--- src/rtl/reservation_station.sv ---
// Reservation station: buffers dispatched instructions, snoops the result bus for
// missing operands and issues the lowest-index ready entry to its execution unit.
module reservation_station #(
    parameter int RS_ID_WIDTH  = 5,
    parameter int RS_OFFSET    = 1,
    parameter int RS_DEPTH     = 4,
    parameter int OPERANDS     = 2,
    parameter int DECODE_WIDTH = 64
) (
    input  logic                            i_clk,
    input  logic                            i_rst,
    input  logic                            i_flush,
    input  logic                            i_input_valid,
    output logic                            o_input_ready,
    input  logic [DECODE_WIDTH-1:0]         i_input_decode,
    input  logic [OPERANDS*32-1:0]          i_op_value,
    input  logic [OPERANDS-1:0]             i_op_present,
    input  logic [OPERANDS*RS_ID_WIDTH-1:0] i_op_rs_id,
    output logic [RS_ID_WIDTH-1:0]          o_id,
    input  logic                            i_result_valid,
    input  logic [RS_ID_WIDTH-1:0]          i_result_rs_id,
    input  logic [31:0]                     i_result_value,
    output logic                            o_output_valid,
    input  logic                            i_output_ready,
    output logic [DECODE_WIDTH-1:0]         o_output_decode,
    output logic [OPERANDS*32-1:0]          o_output_operands,
    output logic [RS_ID_WIDTH-1:0]          o_output_rs_id
);

    localparam int IDX_W = (RS_DEPTH > 1) ? $clog2(RS_DEPTH) : 1;

    logic [RS_DEPTH-1:0]     r_busy;
    logic [DECODE_WIDTH-1:0] r_decode  [RS_DEPTH];
    logic [OPERANDS-1:0]     r_present [RS_DEPTH];
    logic [31:0]             r_value   [RS_DEPTH][OPERANDS];
    logic [RS_ID_WIDTH-1:0]  r_tag     [RS_DEPTH][OPERANDS];
    logic                    r_hold_valid;
    logic [IDX_W-1:0]        r_hold_idx;

    logic                    w_free_valid;
    logic [IDX_W-1:0]        w_free_idx;
    logic [RS_DEPTH-1:0]     w_ready_vec;
    logic                    w_scan_valid;
    logic [IDX_W-1:0]        w_scan_idx;
    logic                    w_issue_valid;
    logic [IDX_W-1:0]        w_issue_idx;
    logic                    w_dispatch;
    logic                    w_issue_accept;

    // Descending scan so the lowest-index candidate is the last one written.
    always_comb begin
        w_free_valid = 1'b0;
        w_free_idx   = '0;
        w_scan_valid = 1'b0;
        w_scan_idx   = '0;
        w_ready_vec  = '0;
        for (int i = RS_DEPTH - 1; i >= 0; i--) begin
            w_ready_vec[i] = r_busy[i] && (&r_present[i]);
            if (!r_busy[i]) begin
                w_free_valid = 1'b1;
                w_free_idx   = IDX_W'(i);
            end
            if (w_ready_vec[i]) begin
                w_scan_valid = 1'b1;
                w_scan_idx   = IDX_W'(i);
            end
        end
    end

    always_comb begin
        if (r_hold_valid) begin
            w_issue_valid = w_ready_vec[r_hold_idx];
            w_issue_idx   = r_hold_idx;
        end else begin
            w_issue_valid = w_scan_valid;
            w_issue_idx   = w_scan_idx;
        end
    end

    assign w_dispatch     = i_input_valid && w_free_valid;
    assign w_issue_accept = w_issue_valid && i_output_ready;

    assign o_input_ready  = w_free_valid;
    assign o_id           = w_free_valid ? (RS_ID_WIDTH'(RS_OFFSET) + RS_ID_WIDTH'(w_free_idx)) : '0;
    assign o_output_valid = w_issue_valid;
    assign o_output_rs_id = w_issue_valid ? (RS_ID_WIDTH'(RS_OFFSET) + RS_ID_WIDTH'(w_issue_idx)) : '0;

    always_comb begin
        o_output_decode   = '0;
        o_output_operands = '0;
        if (w_issue_valid) begin
            o_output_decode = r_decode[w_issue_idx];
            for (int k = 0; k < OPERANDS; k++) begin
                o_output_operands[k*32 +: 32] = r_value[w_issue_idx][k];
            end
        end
    end

    // Flush wins over a same-cycle dispatch or issue; the hold keeps a stalled issue pinned.
    always_ff @(posedge i_clk) begin
        if (i_rst || i_flush) begin
            r_busy       <= '0;
            r_hold_valid <= 1'b0;
            r_hold_idx   <= '0;
        end else begin
            if (w_issue_accept) begin
                r_busy[w_issue_idx] <= 1'b0;
            end
            if (w_dispatch) begin
                r_busy[w_free_idx] <= 1'b1;
            end
            r_hold_valid <= w_issue_valid && !i_output_ready;
            r_hold_idx   <= w_issue_idx;
        end
    end

    always_ff @(posedge i_clk) begin
        for (int i = 0; i < RS_DEPTH; i++) begin
            for (int k = 0; k < OPERANDS; k++) begin
                if (r_busy[i] && !r_present[i][k] && i_result_valid &&
                    (r_tag[i][k] == i_result_rs_id)) begin
                    r_value[i][k]   <= i_result_value;
                    r_present[i][k] <= 1'b1;
                end
            end
        end
        if (w_dispatch) begin
            r_decode[w_free_idx] <= i_input_decode;
            for (int k = 0; k < OPERANDS; k++) begin
                r_tag[w_free_idx][k] <= i_op_rs_id[k*RS_ID_WIDTH +: RS_ID_WIDTH];
                if (i_op_present[k]) begin
                    r_value[w_free_idx][k]   <= i_op_value[k*32 +: 32];
                    r_present[w_free_idx][k] <= 1'b1;
                end else if (i_result_valid &&
                             (i_op_rs_id[k*RS_ID_WIDTH +: RS_ID_WIDTH] == i_result_rs_id)) begin
                    r_value[w_free_idx][k]   <= i_result_value;
                    r_present[w_free_idx][k] <= 1'b1;
                end else begin
                    r_value[w_free_idx][k]   <= i_op_value[k*32 +: 32];
                    r_present[w_free_idx][k] <= 1'b0;
                end
            end
        end
    end

endmodule

--- config.mk ---
export PLATFORM = sky130hd
export DESIGN_NAME = reservation_station
export DESIGN_NICKNAME = d
export VERILOG_FILES = /design/src/rtl/reservation_station.sv
export SDC_FILE = /design/constraint.sdc
export NUM_CORES = 1
export LEC_CHECK = 0
export CELL_PAD_IN_SITES_DETAIL_PLACEMENT = 0
export CELL_PAD_IN_SITES_GLOBAL_PLACEMENT = 1
export CORE_MARGIN = 2
export CORE_UTILIZATION = 36
export DETAILED_ROUTE_END_ITERATION = 8
export MAX_ROUTING_LAYER = met4
export PLACE_DENSITY = 0.71
export SLEW_MARGIN = 10
export SYNTH_ARGS = -nofsm -noshare
export SYNTH_HDL_FRONTEND = slang
export SYNTH_SLANG_ARGS = --single-unit
--- constraint.sdc ---
create_clock -name i_clk -period 12.17 [get_ports i_clk]
set_clock_uncertainty 0.05 [all_clocks]
set_input_delay 1.8255 -clock i_clk [delete_from_list [all_inputs] [get_ports i_clk]]
set_output_delay 1.8255 -clock i_clk [all_outputs]
set_load 0.01 [all_outputs]
==> results.json <==
{
  "hold_buffers": 0,
  "drv_cap": 0,
  "drc": 0,
  "worst_setup_path_end_kind": "primary output",
  "routabilityCongestion": 0.8065,
  "clockRootBuffer": "clkbuf_16",
  "vias": 14150,
  "setup_violations": 0,
  "max-vdd-ir-drop_uv": 116.9,
  "worst-r2r-setup-slack_ns": 8.92,
  "multi_input_area_um2": 7582,
  "fin_util_pct": 44.51,
  "postLayoutSetupSlackWorst_ns": 5.215,
  "post_cts_resized": 0,
  "drive_above_1_share_pct": 8.710,
  "critical_path_peak_fanout": 56,
  "grt_pass1_vias": 14400,
  "met2_length_um": 32640,
  "ys_types": 48,
  "start_kind": "flop",
  "fin_crit_ns": 6.955,
  "synth-edff-count": 552,
  "seq_area_um2": 16880,
  "yosys-top-cells-count": "edfxtp_1, mux2i_1, mux2_1, o22ai_1, buf_6",
  "hp-class": "flop to flop",
  "hpwl_um": 39130,
  "status": "completed",
  "netlist.area_leader.share_pct": 65.69,
  "dp_slack_ns": 5.821,
  "initial_core_util_pct": 36.22,
  "crit_path_frequent_cell": "buf_4",
  "grt_overflow": 0,
  "viasPerCell": 5.076,
  "numPortBuffers": 318,
  "cp_slowest_stage_delay_ns": 0.89,
  "wl_um": 64810,
  "syn_area_um2": 25230,
  "ys.flop_type": "edfxtp_1",
  "grt_max_degree": 71,
  "core_um2": 69660,
  "power_mw": 4.304,
  "cpMaxStageDelayCell": "buf_4",
  "ys_seq_area_share_pct": 66.88,
  "hold_violations": 0,
  "row_count": 97,
  "wl_per_cell_um": 23.25,
  "numCtsBuffers": 61,
  "die_h_um": 268.8,
  "clock-sinks": 567,
  "antenna_found_initial": 10,
  "power.density_nw_per_um2": 138.8,
  "maxSlewHeadroom_pct": 19.51,
  "yosysWarnings": 0,
  "worstSkewPairLatency_ns": 0.64,
  "arrival_ns": 5.08,
  "synth_largest_area_cell": "edfxtp_1",
  "routed-wl-met3_um": 3409,
  "synthArstFlopShare_pct": 0,
  "synth_most_common_cell": "edfxtp_1",
  "die_w_um": 268.8,
  "syn_avg_cell_area_um2": 17.10,
  "path_cells": "nand3_1, o211a_2, nor2_8, buf_4, buf_4, mux2i_1, o22ai_1, clkdlybuf4s50_1",
  "leakagePower_nw": 9.619,
  "critPathKind": "flop to primary output",
  "dr.pass1.iters": 7,
  "drt-met1-wl_um": 26830,
  "ys_ff_latch": 567,
  "drtIter0Drc": 968,
  "num-fill-cells": 6168,
  "required_ns": 10.29,
  "period_share_pct": 57.15,
  "clockBufferDepth": 3,
  "grt_pass1_wl_um": 93500,
  "timing.final.max_slew_violations": 0,
  "fin_nets": 1976,
  "dp.cells": 2666,
  "ios": 323,
  "grtUsageTotal_pct": 18.04,
  "dieArea_um2": 72230,
  "worst_pin_slew_ns": 1.207,
  "layoutNonFillerInstCount": 2787,
  "cts_setup_buffers": 0,
  "fmax_ghz": 0.1438,
  "rsz0062_at_grt": "false",
  "highest_layer": "met4",
  "ys_top_cells_by_area": "edfxtp_1, mux2_1, mux2i_1",
  "setup_tns_ns": 0,
  "syn2layout_area_growth_pct": 22.88,
  "cts_max_level": 2,
  "clk_pin_slew_ns": 0.06,
  "syn_inst": 1476,
  "cts_tree": "built",
  "antenna_left": 0
}
final timing paths:
kind,from,end,cells after the start
min,r_present[2][1],r_present[2][1],2
max reg2reg,r_busy[3],r_value[3][1],9
max,r_busy[3],o_output_decode[18],8
min reg2reg,r_present[2][1],r_present[2][1],2
flip-flops by register name (all words and copies together) (netlist names):
name	flops
r_tag	40
r_busy	4
r_hold_valid	1
r_hold_idx	2
r_present	8
r_decode	256
r_value	256
metrics by stage:
| step | hold WS [ns] | area, µm² |
|---|---|---|
| 3_3_place_gp | 0.4580 | 29070 |
| 6_report | 0.4661 | 31010 |
| 2_1_floorplan | 0.4229 | 25250 |
| 4_1_cts | 0.4706 | 30980 |
| 3_5_place_dp | 0.4579 | 29070 |
| 5_1_grt | 0.5015 | 31010 |
critical path, delay by kind of cell, from the launching register on:
kind / cells / cell delay, ns
buffers and inverters: 3 / 2.34
AND/OR/NAND/NOR: 2 / 0.89
AO/OA/AOI/OAI: 2 / 0.52
flip-flops: 1 / 0.46
multiplexers: 1 / 0.17
final cells by class:
cell class | instances | area share [%]
Antenna cell | 10 | 0.08070
Multi-Input combinational cell | 803 | 24.45
Clock buffer | 75 | 5.092
Inverter | 10 | 0.1372
Clock inverter | 36 | 1.073
Sequential cell | 567 | 54.43
Timing Repair Buffer | 346 | 10.94
Tap cell | 940 | 3.793
report_power, final:
part	internal, mW	leakage (nW)	switching [mW]	total, mW
clock	1.02	0.930	0.760	1.78
sequential	2.20	5.19	0.0148	2.21
combinational	0.149	3.50	0.157	0.306
routing by layer:
metal  track usage, %  vias up
met2            29.55      372
met5                -        -
met3            3.224      104
met4            6.471        0
li1                 -     6499
met1            22.48     7173
cell families after synthesis:
kind of cell,count (synthesis),share of synthesized area (%)
simple gates,68,1.612
mux,513,21.67
buf+inv,109,3.486
fa+ha+maj,4,0.1983
compound gates,163,4.373
xor+xnor,51,1.770
flops,567,66.88
other cells,1,0.01486
placed cells by master (no fill, tap or decap), types with 5 or more instances in the layout:
cell             Yosys  layout
bufinv_16            0       5
nand4_1             11      11
nand2b_2             0       8
mux2i_1            256     256
clkbuf_1             0      14
a21oi_1              6       6
inv_1                7       5
xnor2_1             43      43
edfxtp_1           552     552
diode_2              0      10
xor2_1               8       8
mux2_2              16      16
clkdlybuf4s50_1      0     318
dfxtp_1             15      15
o22ai_1            128     128
mux2_1             240     240
clkbuf_16            0      61
clkinv_2             0      11
clkinv_1             0      19
nand2_1             10       9
buf_4               21      28
o41ai_2              0       8
nor2_1              12      12
Note: power is estimated with default switching activity, not from simulation.
